<file path="src/rtl/ultrasonic_ranger_if.sv">
// ultrasonic_ranger_if: sensor-side and consumer-side signals of the ranging controller
// master drives en/echo and observes results; slave is the controller.
//   en           ranging enable
//   echo         raw sensor echo pin (asynchronous)
//   trig         sensor trigger pin
//   sample_valid one-cycle pulse when echo_us/timeout update
//   echo_us      latest raw measurement in us, saturated at MAX_US+1
//   timeout      latest period produced no complete echo
//   avg_us       moving average of echo_us
//   intensity    0 = far/none, LEVELS = closest
interface ultrasonic_ranger_if #(
  parameter int MAX_US = 3552,
  parameter int LEVELS = 8
) ();
  localparam int UW = $clog2(MAX_US + 2);
  localparam int IW = $clog2(LEVELS + 1);
  logic          en;
  logic          echo;
  logic          trig;
  logic          sample_valid;
  logic [UW-1:0] echo_us;
  logic          timeout;
  logic [UW-1:0] avg_us;
  logic [IW-1:0] intensity;
  modport master (
    output en, echo,
    input  trig, sample_valid, echo_us, timeout, avg_us, intensity
  );
  modport slave (
    input  en, echo,
    output trig, sample_valid, echo_us, timeout, avg_us, intensity
  );
endinterface

</file>
<file path="src/rtl/ultrasonic_ranger.sv">
// ultrasonic_ranger: HC-SR04 trigger/echo controller with moving average and intensity binning
// clk   system clock, CLK_HZ
// reset asynchronous active-low reset
// bus   ultrasonic_ranger_if.slave: en/echo in; trig, sample_valid, echo_us, timeout, avg_us, intensity out
module ultrasonic_ranger #(
  parameter int CLK_HZ    = 40000000,
  parameter int TRIG_US   = 20,
  parameter int PERIOD_US = 60000,
  parameter int MAX_US    = 3552,
  parameter int LEVELS    = 8,
  parameter int AVG_LOG2  = 3
) (
  input logic clk,
  input logic reset,
  ultrasonic_ranger_if.slave bus
);
  localparam int DIV = CLK_HZ / 1000000;
  localparam int DW  = DIV > 1 ? $clog2(DIV) : 1;
  localparam int PW  = $clog2(PERIOD_US);
  localparam int UW  = $clog2(MAX_US + 2);
  localparam int IW  = $clog2(LEVELS + 1);
  localparam int N   = 1 << AVG_LOG2;
  localparam int AW  = AVG_LOG2 > 0 ? AVG_LOG2 : 1;
  localparam int SW  = UW + AVG_LOG2;
  localparam logic [UW-1:0] SAT       = UW'(MAX_US + 1);
  localparam logic [UW-1:0] BIN       = UW'(MAX_US / LEVELS);
  localparam logic [DW-1:0] DIV_LAST  = DW'(DIV - 1);
  localparam logic [PW-1:0] TRIG_LAST = PW'(TRIG_US - 1);
  localparam logic [PW-1:0] PER_LAST  = PW'(PERIOD_US - 1);
  localparam logic [AW-1:0] PTR_LAST  = AW'(N - 1);

  typedef enum logic [2:0] {IDLE, TRIG, WAIT_RISE, MEASURE, HOLD} state_t;

  state_t        state_q, state_d;
  logic [2:0]    sync_q, sync_d;
  logic [DW-1:0] div_q, div_d;
  logic [PW-1:0] per_q, per_d;
  logic [UW-1:0] cnt_q, cnt_d;
  logic [UW-1:0] echo_us_q, echo_us_d;
  logic          timeout_q, timeout_d;
  logic          sv_q, sv_d;
  logic [SW-1:0] sum_q, sum_d;
  logic [UW-1:0] ring_q [N];
  logic [UW-1:0] ring_d [N];
  logic [AW-1:0] ptr_q, ptr_d;
  logic [UW-1:0] avg_q, avg_d;
  logic [IW-1:0] lvl_q, lvl_d;
  logic [UW-1:0] quo;
  logic          echo_s, rise, fall, tick, per_end;

  // sync_q[0..1] is the two-flop synchroniser; sync_q[2] holds the previous
  // synchronised level so edges are seen only on the clean signal.
  always_comb begin
    sync_d  = {sync_q[1:0], bus.echo};
    echo_s  = sync_q[1];
    rise    = sync_q[1] & ~sync_q[2];
    fall    = ~sync_q[1] & sync_q[2];
    tick    = div_q == DIV_LAST;
    per_end = tick && per_q == PER_LAST;
  end

  always_comb begin
    state_d   = state_q;
    div_d     = '0;
    per_d     = '0;
    cnt_d     = cnt_q;
    echo_us_d = echo_us_q;
    timeout_d = timeout_q;
    sv_d      = 1'b0;
    if (state_q == IDLE) begin
      cnt_d = '0;
      if (bus.en) state_d = TRIG;
    end else begin
      div_d = tick ? '0 : div_q + DW'(1);
      per_d = per_end ? '0 : per_q + PW'(tick);
      // Period end outranks any edge seen in the same cycle.
      if (per_end) begin
        echo_us_d = state_q == HOLD ? cnt_q : SAT;
        timeout_d = state_q == WAIT_RISE || state_q == MEASURE;
        sv_d      = 1'b1;
        cnt_d     = '0;
        state_d   = bus.en ? TRIG : IDLE;
      end else if (state_q == TRIG && tick && per_q == TRIG_LAST) begin
        state_d = WAIT_RISE;
      end else if (state_q == WAIT_RISE && rise) begin
        state_d = MEASURE;
        cnt_d   = '0;
      end else if (state_q == MEASURE && fall) begin
        state_d = HOLD;
      end else if (state_q == MEASURE && tick && echo_s && cnt_q != SAT) begin
        cnt_d = cnt_q + UW'(1);
      end
    end
  end

  // The running sum replaces the oldest ring entry with the new sample, so the
  // average never needs a full re-summation.
  always_comb begin
    ring_d = ring_q;
    sum_d  = sum_q;
    ptr_d  = ptr_q;
    avg_d  = avg_q;
    lvl_d  = lvl_q;
    quo    = '0;
    if (sv_q) begin
      ring_d[ptr_q] = echo_us_q;
      sum_d = sum_q - SW'(ring_q[ptr_q]) + SW'(echo_us_q);
      ptr_d = ptr_q == PTR_LAST ? '0 : ptr_q + AW'(1);
      avg_d = UW'(sum_d >> AVG_LOG2);
      // Subtracting one makes each bin's upper edge inclusive.
      quo   = (avg_d - UW'(1)) / BIN;
      lvl_d = (avg_d == '0 || avg_d >= SAT) ? '0 : IW'(LEVELS) - IW'(quo);
    end
  end

  always_ff @(posedge clk or negedge reset) begin
    if (!reset) begin
      state_q   <= IDLE;
      sync_q    <= '0;
      div_q     <= '0;
      per_q     <= '0;
      cnt_q     <= '0;
      echo_us_q <= '0;
      timeout_q <= 1'b0;
      sv_q      <= 1'b0;
      sum_q     <= SW'(N * (MAX_US + 1));
      for (int i = 0; i < N; i++) ring_q[i] <= SAT;
      ptr_q     <= '0;
      avg_q     <= SAT;
      lvl_q     <= '0;
    end else begin
      state_q   <= state_d;
      sync_q    <= sync_d;
      div_q     <= div_d;
      per_q     <= per_d;
      cnt_q     <= cnt_d;
      echo_us_q <= echo_us_d;
      timeout_q <= timeout_d;
      sv_q      <= sv_d;
      sum_q     <= sum_d;
      ring_q    <= ring_d;
      ptr_q     <= ptr_d;
      avg_q     <= avg_d;
      lvl_q     <= lvl_d;
    end
  end

  assign bus.trig         = state_q == TRIG;
  assign bus.sample_valid = sv_q;
  assign bus.echo_us      = echo_us_q;
  assign bus.timeout      = timeout_q;
  assign bus.avg_us       = avg_q;
  assign bus.intensity    = lvl_q;
endmodule
</file>
<file path="src/flat_wrapper.sv">
// flat-port wrapper written by rule: the top's interface ports become plain ports
module ultrasonic_ranger_flat 
#(
  parameter int CLK_HZ    = 40000000,
  parameter int TRIG_US   = 20,
  parameter int PERIOD_US = 60000,
  parameter int MAX_US    = 3552,
  parameter int LEVELS    = 8,
  parameter int AVG_LOG2  = 3
)
  (clk, reset, bus_en, bus_echo, bus_trig, bus_sample_valid, bus_echo_us, bus_timeout, bus_avg_us, bus_intensity);
  ultrasonic_ranger_if #(.MAX_US(MAX_US), .LEVELS(LEVELS)) bus_i ();
  input logic clk;
  input logic reset;
  input wire logic [$bits(bus_i.en)-1:0] bus_en;
  input wire logic [$bits(bus_i.echo)-1:0] bus_echo;
  output wire logic [$bits(bus_i.trig)-1:0] bus_trig;
  output wire logic [$bits(bus_i.sample_valid)-1:0] bus_sample_valid;
  output wire logic [$bits(bus_i.echo_us)-1:0] bus_echo_us;
  output wire logic [$bits(bus_i.timeout)-1:0] bus_timeout;
  output wire logic [$bits(bus_i.avg_us)-1:0] bus_avg_us;
  output wire logic [$bits(bus_i.intensity)-1:0] bus_intensity;
  assign bus_i.en = bus_en;
  assign bus_i.echo = bus_echo;
  assign bus_trig = bus_i.trig;
  assign bus_sample_valid = bus_i.sample_valid;
  assign bus_echo_us = bus_i.echo_us;
  assign bus_timeout = bus_i.timeout;
  assign bus_avg_us = bus_i.avg_us;
  assign bus_intensity = bus_i.intensity;
  ultrasonic_ranger #(.CLK_HZ(CLK_HZ), .TRIG_US(TRIG_US), .PERIOD_US(PERIOD_US), .MAX_US(MAX_US), .LEVELS(LEVELS), .AVG_LOG2(AVG_LOG2)) u_core (.clk(clk), .reset(reset), .bus(bus_i));
endmodule
</file>
<file path="config.mk">
export PLATFORM = sky130hd
export DESIGN_NAME = ultrasonic_ranger_flat
export DESIGN_NICKNAME = d
export VERILOG_FILES = /design/src/rtl/ultrasonic_ranger_if.sv /design/src/rtl/ultrasonic_ranger.sv /design/src/flat_wrapper.sv
export SDC_FILE = /design/constraint.sdc
export NUM_CORES = 1
export LEC_CHECK = 0
export ABC_CLOCK_PERIOD_IN_PS = 16800
export CELL_PAD_IN_SITES_DETAIL_PLACEMENT = 1
export CELL_PAD_IN_SITES_GLOBAL_PLACEMENT = 2
export CORE_MARGIN = 3
export CORE_UTILIZATION = 40
export CTS_CLUSTER_SIZE = 16
export DETAILED_ROUTE_END_ITERATION = 7
export PLACE_DENSITY = 0.82
export SYNTH_ARGS = -nofsm -noshare
export SYNTH_HDL_FRONTEND = slang
export SYNTH_SLANG_ARGS = --single-unit
</file>
<file path="constraint.sdc">
create_clock -name clk -period 16.8 [get_ports clk]
set_clock_uncertainty 0.05 [all_clocks]
set_input_delay 3.36 -clock clk [delete_from_list [all_inputs] [get_ports clk]]
set_output_delay 3.36 -clock clk [all_outputs]
set_load 0.01 [all_outputs]
</file>
==> results_dict.tcl <==
set metrics [dict create \
    min_path_type "register to register" \
    grt_pass1_vias 7910 \
    vias 7460 \
    drtAntennaViolNets 0 \
    drt_iter0_markers 438 \
    tightest_slew_ps 1231 \
    use_met1_pct 29.32 \
    synth_cell_types 86 \
    cts_root_buffer "clkbuf_16" \
    nets 1050 \
    post-route-util_pct 45.75 \
    use_met2_pct 33.01 \
    die_x_um 164.3 \
    post_cts_buffers 0 \
    cts_buffers 17 \
    coreArea_sq_um 24460 \
    diodes 0 \
    drc_errors 0 \
    cts_resized 0 \
    dr.pass1.iters 5 \
    rsz0062_at_grt "no" \
    worst-endpoint-required_ps 17080 \
    path_class "register to register" \
    clk_latency_ps 440 \
    crit_path_start_kind "register" \
    finalSetupTns_ps 0 \
    antenna_found_initial 0 \
    endpoint_kind "register" \
    yosysTopAreaCell "dfrtp_1" \
    period_share_pct 49.69 \
    r2r_slack_ps 8450 \
    clock_sinks 172 \
    wirelength_mm 26.70 \
    met3_usage_pct 3.380 \
    p_leak_nw 4.831 \
    initial_core_util_pct 40.95 \
    async_flop_share_pct 100.0 \
    synth-edff-count 0 \
    ys_warn_count 0 \
    slew_headroom_pct 17.56 \
    arrival_ps 8630 \
    top_usage_layer "met2" \
    drv_cap 0 \
    dp_cells 1314 \
    rows 57 \
    io_pins 35 \
    slew_violations 0 \
    synth_ff_type "dfrtp_1" \
    cts_hold_buf 0 \
    clock.fmax_mhz 119.8 \
    synth_top_area_share_pct 27.23 \
    die-area_sq_um 26980 \
    finalNonFillerCells 1346 \
    outcome "complete, no violations" \
    synth-seq-cells 172 \
    grt_first_pass_wirelength_mm 43.92 \
    crit_path_max_fanout 30 \
    htreeDepth 4 \
    grt_overflow 0 \
    fp.dieH_um 164.3 \
    gp_congestion 0.8656 \
    synth_area_leaders "dfrtp_1 (27%), dfstp_2 (17%), mux2_2 (7.4%), nand2_1 (4.2%), o21ai_0 (4.1%)" \
    grt_start_max_net_pins 74 \
    drive_above_1_share_pct 20.16 \
    io_buffer_count 34 \
    viasPerCell 5.542 \
    hpwl_mm 19.35 \
    netlist_instances 1000 \
    syn_nets 1041 \
    area_growth_syn_to_layout_pct 11.71 \
    track_usage_pct 20.84 \
    finalSetupViolations 0 \
    final-hold-violation-count 0 \
    fillers 2737 \
    ys_seq_area_share_pct 43.75 \
    ir_worst_vdd_mv 0.06000 \
    syn_area_sq_um 10020 \
    powerDensity_nw_per_um2 74.30 \
    avgRoutedWirePerCell_um 19.84 \
    cts.clk_slew.worst_paths_ps 80 \
    cts_tree "yes" \
    syn_area_per_cell_sq_um 10.02 \
    clock_tree.buffer_depth 2 \
    final.min_clock_period_ps 8348 \
]
final cells by class:
cell class | count | area (sq um) | share of cell area [%]
multi-input cells | 714 | 5156 | 46.07
flip-flops and latches | 172 | 4383 | 39.16
clock buffers | 18 | 429.2 | 3.835
repair buffers | 44 | 416.7 | 3.723
well taps | 324 | 405.4 | 3.622
inverters | 60 | 225.2 | 2.012
clock inverters | 14 | 176.4 | 1.576
cells by family after synthesis:
group / after synthesis / share of synthesized area, %
AO/OA/AOI/OAI: 229 / 15.74
flip-flops: 172 / 43.75
XOR/XNOR: 57 / 5.583
adder cells (fa/ha/maj): 37 / 5.520
buffers and inverters: 114 / 4.933
multiplexers: 83 / 9.367
AND/OR/NAND/NOR: 308 / 15.11
Yosys cell counts (22+ instances only):
| cell | n |
|---|---|
| inv_1 | 60 |
| dfrtp_1 | 109 |
| o21ai_0 | 83 |
| a21oi_1 | 29 |
| nor2_1 | 77 |
| dfstp_2 | 63 |
| xor2_1 | 28 |
| nand2_1 | 113 |
| nand3_1 | 22 |
| ha_1 | 25 |
| mux2_2 | 66 |
| xnor2_1 | 24 |
| clkbuf_1 | 29 |
registers in the layout, summed over array words and instances (netlist names):
signal and count:
u_core.ring_q 96, u_core.per_q 16, u_core.bus.avg_us 12, u_core.bus.echo_us 12, u_core.cnt_q 12, u_core.div_q 6
u_core.bus.intensity 4, u_core.ptr_q 3, u_core.state_q 3, u_core.sum_q 3, u_core.sync_q 3, u_core.bus.sample_valid 1
u_core.bus.timeout 1
per-stage QoR:
stage	power (mW)	area, sq um	setup WS (ps)	hold WS (ps)
2_1_floorplan	0.4228	10020	9629	281.2
5_1_grt	0.8595	11190	7786	313.9
3_3_place_gp	0.4325	10590	8587	285.5
6_report	0.8316	11190	8452	305.2
4_1_cts	0.8413	11190	8508	306.7
3_5_place_dp	0.4327	10590	8488	288.1
final timing paths:
path | start | to | depth (start not counted)
min in group asynchronous | reset | u_core.div_q[1] | 1
worst max-delay path | u_core.ptr_q[0] | u_core.bus.intensity[2] | 26
worst min register to register | u_core.sync_q[0] | u_core.sync_q[1] | 0
worst min-delay path | u_core.sync_q[0] | u_core.sync_q[1] | 0
worst max register to register | u_core.ptr_q[0] | u_core.bus.intensity[2] | 26
max in group asynchronous | reset | u_core.ring_q[40] | 3
cell usage in the layout, fill, tap and decap left out, types with 15 or more instances in the layout:
cell / Yosys / layout
mux2i_1: 15 / 15
inv_1: 60 / 60
xor2_1: 28 / 28
clkbuf_16: 0 / 17
nor2_1: 77 / 77
ha_1: 25 / 25
clkdlybuf4s50_1: 0 / 33
a21oi_1: 29 / 29
nand2_1: 113 / 113
o21ai_0: 83 / 83
a31oi_1: 15 / 15
dfstp_2: 63 / 63
nand3_1: 22 / 22
xnor2_1: 24 / 24
dfrtp_1: 109 / 109
mux2_2: 66 / 66
report_power, final:
part,internal (mW),switching (mW)
Clock,0.214,0.193
Sequential,0.415,0.000272
Combinational,0.000984,0.00840
Total,0.630,0.202
per-layer routing:
metal / vias to the layer above / wire [um]
li1: 3538 / -
met1: 3797 / 13040
met2: 90 / 12520
met3: 35 / 584
met4: 0 / 558
met5: - / 0
worst max-delay path, stage by stage (launching register included):
cell and delay [ps]:
dfrtp_1 850, buf_4 450, nor2b_1 240, a22oi_1 270, o221ai_1 220, fa_1 530, inv_1 70, fa_1 510
a21oi_1 240, o21bai_1 100, xnor2_1 260, ha_1 290, nor4b_1 390, o211ai_1 290, nand4b_1 360, xnor2_2 260
o21ai_1 310, a2111oi_2 190, or2_1 310, nor4_1 580, nand3_1 230, a311oi_1 260, o211ai_1 170, a211oi_2 300
ha_1 200, xnor2_1 80, a22o_1 200
Power figures use the tool's default switching activity.
